**src/rtl/consecutive_run_detector.sv**
```systemverilog
// Serial run detector: flags RUN_LEN equal bits in a row, polarity by mode.
// Optional detection counter enabled by defining CRD_EVENT_COUNT_EN.
module consecutive_run_detector #(
  parameter int RUN_LEN   = 3,
  parameter int RETRIGGER = 0,
  parameter int CNT_W     = 8
) (
  input  logic             clk,
  input  logic             rst,
  input  logic             in_valid,
  input  logic             in_bit,
  input  logic [1:0]       mode,
  input  logic             flush,
  input  logic             cnt_clr,
  output logic             z,
  output logic             z_bit,
  output logic [7:0]       run_len,
  output logic [CNT_W-1:0] det_count
);

  typedef enum logic {EMPTY, TRACK} state_t;

  localparam logic [7:0] RL = 8'(RUN_LEN);

  state_t     state_q, state_d, base_st;
  logic       last_q, last_d;
  logic [7:0] cnt_q, cnt_d, base_cnt;
  logic       z_d, zb_d;
  logic       restart, match, fresh;

  always_comb begin
    state_d  = state_q;
    last_d   = last_q;
    cnt_d    = cnt_q;
    z_d      = 1'b0;
    zb_d     = z_bit;
    restart  = 1'b0;
    match    = 1'b0;
    fresh    = 1'b0;
    // flush takes effect before a same-cycle bit
    base_st  = flush ? EMPTY : state_q;
    base_cnt = flush ? 8'd0 : cnt_q;
    if (flush) begin
      state_d = EMPTY;
      cnt_d   = 8'd0;
    end
    if (in_valid) begin
      restart = (base_st == EMPTY) || (in_bit != last_q);
      if (restart)
        cnt_d = 8'd1;
      else if (base_cnt >= RL)
        cnt_d = RL;
      else
        cnt_d = base_cnt + 8'd1;
      last_d  = in_bit;
      state_d = TRACK;
      match   = mode[1] | (mode[0] == in_bit);
      fresh   = restart || (base_cnt < RL) ||
                (RETRIGGER != 0) || (RUN_LEN == 1);
      if ((cnt_d == RL) && fresh && match) begin
        z_d  = 1'b1;
        zb_d = in_bit;
      end
    end
  end

  always_ff @(posedge clk) begin
    if (rst) begin
      state_q <= EMPTY;
      last_q  <= 1'b0;
      cnt_q   <= 8'd0;
      z       <= 1'b0;
      z_bit   <= 1'b0;
    end else begin
      state_q <= state_d;
      last_q  <= last_d;
      cnt_q   <= cnt_d;
      z       <= z_d;
      z_bit   <= zb_d;
    end
  end

  assign run_len = cnt_q;

`ifdef CRD_EVENT_COUNT_EN
  logic [CNT_W-1:0] dc_q;

  always_ff @(posedge clk) begin
    if (rst)
      dc_q <= '0;
    else if (cnt_clr)
      dc_q <= CNT_W'(z_d);
    else if (z_d && (dc_q != {CNT_W{1'b1}}))
      dc_q <= dc_q + 1'b1;
  end

  assign det_count = dc_q;
`else
  logic unused_clr;
  assign unused_clr = cnt_clr;
  assign det_count  = '0;
`endif

endmodule

```
**config.mk**
```make
export PLATFORM = sky130hd
export DESIGN_NAME = consecutive_run_detector
export DESIGN_NICKNAME = d
export VERILOG_FILES = /design/src/rtl/consecutive_run_detector.sv
export SDC_FILE = /design/constraint.sdc
export NUM_CORES = 1
export LEC_CHECK = 0
export BUFFER_PORTS_ARGS = -buffer_cell sky130_fd_sc_hd__buf_4
export CORE_MARGIN = 1.5
export CORE_UTILIZATION = 39
export DETAILED_ROUTE_END_ITERATION = 10
export GPL_ROUTABILITY_DRIVEN = 0
export GPL_TIMING_DRIVEN = 0
export HOLD_SLACK_MARGIN = 0.12
export PLACE_DENSITY = 0.78
export SKIP_CTS_REPAIR_TIMING = 1
export SYNTH_ARGS = -nofsm -noshare
export SYNTH_HDL_FRONTEND = slang
export SYNTH_SLANG_ARGS = --single-unit
export TNS_END_PERCENT = 20
```
**constraint.sdc**
```tcl
create_clock -name clk -period 1.22 [get_ports clk]
set_input_delay 0.061 -clock clk [delete_from_list [all_inputs] [get_ports clk]]
set_output_delay 0.061 -clock clk [all_outputs]
set_load 0.1 [all_outputs]
```
==> results.tsv <==
metric	value	unit
met2 wire len	446	um
clock buffer depth	2	
Final period util	113	%
Met3 Wirelength	74	um
Critical Path Sink Type	register	
HPWL after DPL	774	um
synth-to-layout area growth	41.1	%
Data required, critical path	1.37	ns
global route total overflow	0	
number of global-route vias before repair	339	
final design utilization	60.3	%
row count	13	
PwrDens	1090	nW/um^2
Worst-Skew Late Latency	0.27	ns
PortBufs	15	
fin area	795	um^2
DRT Wirelength	958	um
Area after DPL	738	um^2
DR iter-0 viols	4	
Routed WL per cell	9.30	um
largest net degree at the start of global routing	9	
Syn. warnings	0	
Filler cells	126	
Clock transition at path regs	0.07	ns
sequential share of the synthesized area	42.7	%
via count	445	
Netlist Area Pre-Place	563	um^2
# DRC	0	
diode count	0	
critical path arrival	1.53	ns
Final min period	1.38	ns
Post-DRT Antenna Nets	0	
failing checks	setup timing	
most common cell after layout, fill and taps aside	buf_4	
vias per cell	4.32	
cts bufs inserted	3	
Final Hold Viols	0	
first-pass GRT wire length	1.38	mm
io pins	26	
die area	1680	um^2
top layer in use	met4	
startpoint types	register	
initial antenna violation count	0	
FF+latch area	255	um^2
FMAX	725	MHz
Tot GR Track Use	13.1	%
status	finished, violations left	
synthesized netlist cell count	59	
Post-Route M1 WL	430	um
Slew Limit Headroom	61.5	%
Clock Sinks	12	
Worst VDD drop	596	uV
Die Y	41.0	um
width of the die	41.0	um
Setup CP Type	reg -> reg	
layout cells sized above 1	47.7	%
Crit Path Max Fanout	4	
final clock skew	0.00675	ns
LEAKAGE	0.377	nW
NumNets Final	98	
post-place setup slack	-0.155	ns
Syn Area/Cell	9.54	um^2
most frequent cells in the layout	buf_4 (23), conb_1 (8), dfxtp_2 (6)	
actual slew at the worst max-slew pin	0.572	ns
RSZ-0062 raised after global routing	yes	
MaxCap Viol Count	0	
max-slew violations	0	
CTS root buffer	clkbuf_4	
RR Startpoint	run_len[1]	
# setup viols final	4	
critical path startpoint	run_len[1]	
post-synthesis register bit count	12	
min-delay worst type	in -> reg	
Pre-Repair DR Iteration Count	3	
hold path start	rst	
fin worst setup slack	-0.160	ns
initial core utilization	42.7	%
H-tree levels	1	
TritonCTS clock tree	built	
Yosys cell types	25	
Core ar.	1320	um^2
Multi-input gate area	280	um^2
==> final timing paths <==
kind	slack, ns	to	cells after the start
worst max-delay path	-0.16	run_len[0]	6
worst min-delay path	0.12	state_q	2
worst min register to register	0.46	run_len[4]	1
worst max register to register	-0.16	run_len[0]	6
==> sequential cells by signal, summed over array words and instances (netlist names) <==
name,cells
last_q,1
run_len,8
state_q,1
z,1
z_bit,1
==> logic make-up after synthesis <==
logic type / after synthesis / share of synthesized area [%]
xor gates and xnor gates: 2 / 4.45
DFF: 12 / 42.7
AOI/OAI and AO/OA: 4 / 5.33
buffers and inverters: 11 / 12.7
muxes: 2 / 3.56
other: 1 / 0.666
adders and majority gates: 1 / 2.22
and+or+nand+nor: 26 / 28.4
==> worst max-delay path, stage by stage, from the launching register on <==
cell and delay (ns):
dfxtp_4 0.35, nor2b_1 0.12, ha_2 0.18, nor4_2 0.12, nand2_1 0.15, nor4_1 0.27, nor3_1 0.07
==> area by class of cell <==
class                   count  area share (%)
plain buffers               9            8.03
clock buffers               4            3.31
inverters                   2           0.945
multi-input cells          43            35.3
flip-flops and latches     12            32.1
well taps                  15            2.36
repair buffers             18            18.0
==> per-stage QoR <==
step           cells  hold slack (ns)  TNS, ns  total power [mW]
2_1_floorplan     66            0.178   -0.707             0.589
3_3_place_gp      96            0.331   -0.354             0.618
3_5_place_dp      96            0.341   -0.432             0.621
4_1_cts          100           0.0652   -0.489             0.867
5_1_grt          103            0.138    -1.03             0.905
6_report         103            0.122   -0.431             0.865
==> cell usage after synthesis, drive strengths merged <==
library cell / instances / share of area (%)
nand2: 2 / 1.3
and2: 6 / 6.9
nand4: 2 / 3.3
buf: 8 / 11
ha: 1 / 2.2
xnor2: 2 / 4.4
dfxtp: 12 / 43
nor2: 5 / 3.3
nor4: 3 / 4.4
nand2b: 2 / 2.2
clkbuf: 1 / 0.67
nor2b: 1 / 1.1
conb: 1 / 0.67
a21oi: 2 / 1.8
inv: 2 / 1.3
nor3: 4 / 4.4
o221ai: 1 / 2.7
o21ai: 1 / 0.89
or2b: 1 / 1.3
mux2i: 2 / 3.6
==> where the power goes <==
group | leakage [nW] | switching (mW) | internal [mW]
Sequential | 0.102 | 0.00517 | 0.395
Clock | 0.0150 | 0.120 | 0.126
Combinational | 0.260 | 0.162 | 0.0565
==> layer usage <==
layer	up-vias	global-route usage, %
met4	0	5.00
met1	185	14.9
li1	241	-
met2	17	21.9
met3	2	4.89
met5	-	0
No activity file was read; power rests on OpenSTA's default activity.
